## config.mk

```make
export PLATFORM = sky130hd
export DESIGN_NAME = loopback_wr_engine
export DESIGN_NICKNAME = d
export VERILOG_FILES = /design/src/rtl/hc_pkg.sv /design/src/rtl/loopback_wr_engine.sv
export SDC_FILE = /design/constraint.sdc
export NUM_CORES = 2
export LEC_CHECK = 0
export ABC_CLOCK_PERIOD_IN_PS = 4150
export BUFFER_PORTS_ARGS = -buffer_cell sky130_fd_sc_hd__buf_2
export CORE_AREA = 2 2 467 469
export DETAILED_ROUTE_END_ITERATION = 16
export DIE_AREA = 0 0 469 471
export GPL_TIMING_DRIVEN = 0
export SYNTH_ARGS = -nofsm -noshare
export SYNTH_HDL_FRONTEND = slang
export SYNTH_SLANG_ARGS = --single-unit
export TNS_END_PERCENT = 30
```

## constraint.sdc

```tcl
create_clock -name clk -period 4.15 [get_ports clk]
set_input_delay 0.83 -clock clk [delete_from_list [all_inputs] [get_ports clk]]
set_output_delay 0.83 -clock clk [all_outputs]
set_load 0.02 [all_outputs]
```

## src/rtl/hc_pkg.sv

```systemverilog
// rtl/hc_pkg.sv - shared types and constants for the loopback write engine
// Purpose: write-engine state encoding and the request tag width.
package hc_pkg;

  localparam int MDATA_WIDTH = 16;

  typedef enum logic [1:0] {
    ST_IDLE  = 2'd0,
    ST_WRITE = 2'd1,
    ST_DRAIN = 2'd2,
    ST_DONE  = 2'd3
  } wr_state_t;

endpackage

```

## src/rtl/loopback_wr_engine.sv

```systemverilog
// rtl/loopback_wr_engine.sv - drains the loopback FIFO into single-line memory writes
// Purpose: pops one 512-bit line per issue, emits a registered write request to
//   base + index, throttles on host almost-full and an outstanding-write limit,
//   counts acknowledgements and reports completion once all writes are acked.
// Ports:
//   clk, reset (async, active-low)
//   start, wr_base_addr, num_lines          job launch (accepted in IDLE/DONE)
//   fifo_deq_data, fifo_not_empty, fifo_deq_en   FIFO dequeue port
//   wr_almost_full, wr_req_valid/addr/data/mdata   host write request channel
//   wr_rsp_valid                             one write acknowledged
//   busy, done, lines_written                status
module loopback_wr_engine
  import hc_pkg::*;
#(
  parameter int DATA_WIDTH      = 512,
  parameter int ADDR_WIDTH      = 42,
  parameter int LEN_WIDTH       = 32,
  parameter int MAX_OUTSTANDING = 64
) (
  input  logic                   clk,
  input  logic                   reset,
  input  logic                   start,
  input  logic [ADDR_WIDTH-1:0]  wr_base_addr,
  input  logic [LEN_WIDTH-1:0]   num_lines,
  input  logic [DATA_WIDTH-1:0]  fifo_deq_data,
  input  logic                   fifo_not_empty,
  output logic                   fifo_deq_en,
  input  logic                   wr_almost_full,
  output logic                   wr_req_valid,
  output logic [ADDR_WIDTH-1:0]  wr_req_addr,
  output logic [DATA_WIDTH-1:0]  wr_req_data,
  output logic [MDATA_WIDTH-1:0] wr_req_mdata,
  input  logic                   wr_rsp_valid,
  output logic                   busy,
  output logic                   done,
  output logic [LEN_WIDTH-1:0]   lines_written
);

  // One extra bit so the counter can hold MAX_OUTSTANDING itself.
  localparam int OW = $clog2(MAX_OUTSTANDING) + 1;

  wr_state_t              state_q;
  logic [ADDR_WIDTH-1:0]  base_q;
  logic [LEN_WIDTH-1:0]   len_q;
  logic [LEN_WIDTH-1:0]   sent_q;
  logic [OW-1:0]          outstanding_q;
  logic [OW-1:0]          outstanding_d;
  logic [LEN_WIDTH-1:0]   lines_written_q;
  logic                   req_valid_q;
  logic [ADDR_WIDTH-1:0]  req_addr_q;
  logic [DATA_WIDTH-1:0]  req_data_q;
  logic [MDATA_WIDTH-1:0] req_mdata_q;
  logic                   busy_q;
  logic                   done_q;

  logic issue;
  logic rsp_hit;
  logic active;

  assign active = (state_q == ST_WRITE) || (state_q == ST_DRAIN);

  assign issue = (state_q == ST_WRITE) && fifo_not_empty && !wr_almost_full &&
                 (outstanding_q < OW'(MAX_OUTSTANDING)) && (sent_q < len_q);

  // Acks outside an active job, or with nothing in flight, are dropped.
  assign rsp_hit = wr_rsp_valid && active && (outstanding_q != '0);

  always_comb begin
    outstanding_d = outstanding_q;
    if (issue && !rsp_hit) begin
      outstanding_d = outstanding_q + 1'b1;
    end else if (!issue && rsp_hit) begin
      outstanding_d = outstanding_q - 1'b1;
    end
  end

  always_ff @(posedge clk or negedge reset) begin
    if (!reset) begin
      state_q         <= ST_IDLE;
      base_q          <= '0;
      len_q           <= '0;
      sent_q          <= '0;
      outstanding_q   <= '0;
      lines_written_q <= '0;
      req_valid_q     <= 1'b0;
      req_addr_q      <= '0;
      req_data_q      <= '0;
      req_mdata_q     <= '0;
      busy_q          <= 1'b0;
      done_q          <= 1'b0;
    end else begin
      req_valid_q   <= issue;
      outstanding_q <= outstanding_d;

      if (issue) begin
        req_data_q  <= fifo_deq_data;
        req_addr_q  <= base_q + ADDR_WIDTH'(sent_q);
        req_mdata_q <= sent_q[MDATA_WIDTH-1:0];
        sent_q      <= sent_q + 1'b1;
      end

      if (rsp_hit) begin
        lines_written_q <= lines_written_q + 1'b1;
      end

      case (state_q)
        ST_IDLE, ST_DONE: begin
          if (start) begin
            base_q          <= wr_base_addr;
            len_q           <= num_lines;
            sent_q          <= '0;
            outstanding_q   <= '0;
            lines_written_q <= '0;
            if (num_lines == '0) begin
              state_q <= ST_DONE;
              busy_q  <= 1'b0;
              done_q  <= 1'b1;
            end else begin
              state_q <= ST_WRITE;
              busy_q  <= 1'b1;
              done_q  <= 1'b0;
            end
          end
        end
        ST_WRITE: begin
          if (sent_q == len_q) begin
            state_q <= ST_DRAIN;
          end
        end
        ST_DRAIN: begin
          // Look at the next-cycle count so done follows the last ack directly.
          if (outstanding_d == '0) begin
            state_q <= ST_DONE;
            busy_q  <= 1'b0;
            done_q  <= 1'b1;
          end
        end
        default: state_q <= ST_IDLE;
      endcase
    end
  end

  assign fifo_deq_en   = issue;
  assign wr_req_valid  = req_valid_q;
  assign wr_req_addr   = req_addr_q;
  assign wr_req_data   = req_data_q;
  assign wr_req_mdata  = req_mdata_q;
  assign busy          = busy_q;
  assign done          = done_q;
  assign lines_written = lines_written_q;

endmodule

```

==> flow_summary.ini <==
[status]
status = completed

[setup_path]
cp_max_fo = 11
r2r_cells = 10
cp_num_cells = 10
worstPathRequired_ns = 3.32
crit_path_end_kind = primary output
crit_type = register to primary output
startpoint_type = register
cp_slowest_stage_delay_ns = 0.53
arrival_ns = 3.32
r2r_end = wr_req_addr[37]
cp_top_family = simple AND/OR/NAND/NOR gates
crit_end = fifo_deq_en
worstPathCellList = ha_1 -> nand2_1 -> or4_4 -> a21o_1 -> a31o_4 -> nand2_8 -> inv_12 -> buf_12 -> clkbuf_8 -> buf_4
r2r_slack_ns = 0.16
cp_slowest_cell = or4_4
startpoint = sent_q[5]
r2r-start = sent_q[1]
path_buf_inv = 4

[sta]
slew_headroom_pct = 23.50
finalCriticalPeriod_ns = 4.145
finalHoldViolations = 0
finalSetupViolCount = 0
fin_skew_ns = 0.04404
worstMarginPinSlew_ns = 1.147
rsz0062_at_grt = true
fin_crit_sh_pct = 99.88
fmax_mhz = 241.2
slew_violations = 0

[cells_and_area]
drive_gt1_share_pct = 29.64
area_growth_pct = 43.24
fin_util_pct = 20.20
nFillCells = 24300
layout.nets = 5435
layout.cells.non_filler = 7729

[floorplan]
fp.dieW_um = 469
core_area_um2 = 216100
pin_count = 1198
die_height_um = 471
initial_core_util_pct = 14.10
rows = 171
die-area_um2 = 220900

[cts]
cts_max_level = 3
clkLatencyLatePin_ns = 0.73
cts-root-buf = clkbuf_16
cts_tree = done
clk_path_buf_depth = 3
clkSlewWorstSetupHoldPaths_ns = 0.06
clkSinkCount = 720
cts_buffers = 90

[synthesis]
ys_types = 65
yosysWarnings = 0
synth_area_um2 = 30470
synth_flop_cell = dfrtp_1
yosysTopAreaCell = dfrtp_1
syn_area_per_cell_um2 = 8.805
synth_edf_count = 0
ys_ff_latch = 720
synth_seq_area_share_pct = 59.13
synth_cells = 3461
synthArstFlopShare_pct = 100.0
syn_nets = 4126
yosys-top-cells-area = dfrtp_1 (59%), nand2_1 (22%), ha_1 (3.0%)
synth_top_area_share_pct = 59.13

[drt]
firstDrtPassIters = 5
avgViaCountPerCell = 3.912
ant_nets = 0
wl_mm = 212.3
drt-initial-drc-count = 2063
drc_errors = 0
via_count = 30240
post_drt_wl_per_cell_um = 27.46

[placed_design]
place_congestion = 1.020
placed_cells = 7519
portBuffers = 1197
place_hpwl_mm = 180.2

[pwr]
intPower_uw = 19120
switchingPower_uw = 17750
p_leak_uw = 0.02316
finalPower_uw = 36870
ir_drop_mv = 0.3401
p_per_area_nw_per_um2 = 844.7
clkPwrFrac_pct = 22.4
combPwrFrac_pct = 44.3
switching_share_pct = 48.13
p_seq_share_pct = 33.3

[worst_hold_path]
min_path_cells = 3
hp-class = input port to register

[grt]
gr-usage-all-layers_pct = 18.59
antenna_found_initial = 102
grt_pass1_wl_mm = 275.8
grt-ovfl-total = 0
grt_pass1_vias = 30280
grt_max_degree = 120

[flow_run]
cap_viol_max_count = 0
==> layout make-up <==
cell class | instances | area [µm²] | share of cell area (%)
Multi-Input combinational cell | 2518 | 11710 | 26.82
Sequential cell | 720 | 18030 | 41.31
Inverter | 68 | 267.8 | 0.6134
Tap cell | 2854 | 3571 | 8.181
Clock inverter | 31 | 424.2 | 0.9718
Timing Repair Buffer | 1218 | 6304 | 14.44
Clock buffer | 129 | 2609 | 5.977
Antenna cell | 37 | 92.59 | 0.2121
Buffer | 154 | 640.6 | 1.468
==> worst reg2reg max path: cells and delay by family, from the launching register on <==
family | cells | cell delay (ns)
AOI/OAI and AO/OA | 9 | 3.05
DFF | 1 | 0.49
adders and majority gates | 1 | 0.35
==> placed cells by master (no fill, tap or decap), types with 10 or more instances in the layout <==
cell type     n
clkbuf_16    90
buf_2      1217
nor2_1      100
dfrtp_1     708
nand3_1      50
o21ai_0     100
clkbuf_8     22
ha_1         66
nand4_1      19
xor2_1       41
diode_2      37
dfrtp_2      12
and3_1       24
inv_1        67
clkinv_2     10
nor4_1       14
a21oi_1      54
or3_1        11
xnor2_1      42
buf_4        14
a21o_1       17
nor3_1       20
nand2_1    1822
o21a_1       14
clkbuf_1    136
==> per-layer routing <==
layer  GRT usage, %  wire (µm)  share of wire [%]  vias up
met3          5.934      18410                8.7      336
met5              0         59              0.028        -
li1               -          -                  -    13620
met4          10.47      14760                7.0        8
met1          21.39      81670                 38    14810
met2          30.28      97370                 46     1458
==> kinds of logic (layout without fill, tap and decap cells) <==
family                   after synthesis  in the layout  share of synthesized area [%]
AO/OA/AOI/OAI                        254            254                          5.210
buffers and inverters                223           1600                          2.837
adder cells (fa/ha/maj)               73             73                          3.022
multiplexers                           2              2                        0.07390
other                                  0             37                              0
XOR/XNOR                              83             83                          2.386
flip-flops                           720            720                          59.13
AND/OR/NAND/NOR                     2106           2106                          27.35
==> cell usage after synthesis (3+ instances only) <==
master,count
a211oi_1,6
xor2_1,41
and4_1,10
nand3_1,50
and2_1,7
a21oi_1,54
clkbuf_1,127
nor4_1,15
or2_2,6
o31a_1,5
o211ai_1,3
nand2b_1,7
nand4_1,19
o31ai_1,9
and3_1,24
o21a_1,14
o21ai_0,101
nor2_1,100
nor3_1,21
xnor2_1,42
buf_2,22
dfrtp_1,720
o21bai_1,6
nor2b_1,4
a21boi_0,4
buf_1,6
a31oi_1,9
ha_1,72
a21o_1,17
inv_1,67
or3_1,11
nand2_1,1822
==> worst min-delay path by stage <==
stage                     slack (ns)          startpoint               end
after floorplan                 0.45           base_q[0]         base_q[0]
after global placement          0.45    wr_req_data[110]  wr_req_data[110]
after detailed placement        0.46    wr_req_data[138]  wr_req_data[138]
after CTS                       0.20  fifo_deq_data[121]  wr_req_data[121]
after global routing            0.24   fifo_deq_data[77]   wr_req_data[77]
final                           0.29     wr_base_addr[3]         base_q[3]
==> state kept, by name, summed over array words and instances, names as in the netlist, 7 cells and up <==
| signal | count |
|---|---|
| len_q | 32 |
| wr_req_mdata | 16 |
| sent_q | 32 |
| base_q | 42 |
| wr_req_addr | 42 |
| wr_req_data | 512 |
| outstanding_q | 7 |
| lines_written | 32 |
==> repair_timing <==
action | 4_1_cts | 5_1_grt
pin swaps | 7 | 0
hold buffers | 1 | 0
resized for setup | 41 | 3
cloned | 0 | 0
setup buffers | 13 | 0
endpoints found under the setup margin | 553 | 8
hold endpoints to repair | 22 | 0
==> power by group through the flow <==
stage	sequential [µW]	clock [µW]	combinational, µW
global route	12600	8770	17500
finish	12300	8250	16300
detailed placement	12300	0	16600
CTS	12200	8520	16700
global placement	12200	0	16500
floorplan	15300	0	4340
==> per-stage QoR <==
stage | TNS [ns] | setup WS, ns | cell area [µm²] | hold slack [ns]
finish | 0 | 0.004886 | 43650 | 0.2882
global route | -0.1165 | -0.1165 | 43600 | 0.2428
CTS | -0.07922 | -0.07922 | 43530 | 0.1984
detailed placement | -203.27 | -1.371 | 40240 | 0.4570
global placement | - | -14.64 | 40030 | 0.4547
floorplan | 0 | 0.7496 | 30470 | 0.4523
Power figures use the tool's default switching activity.
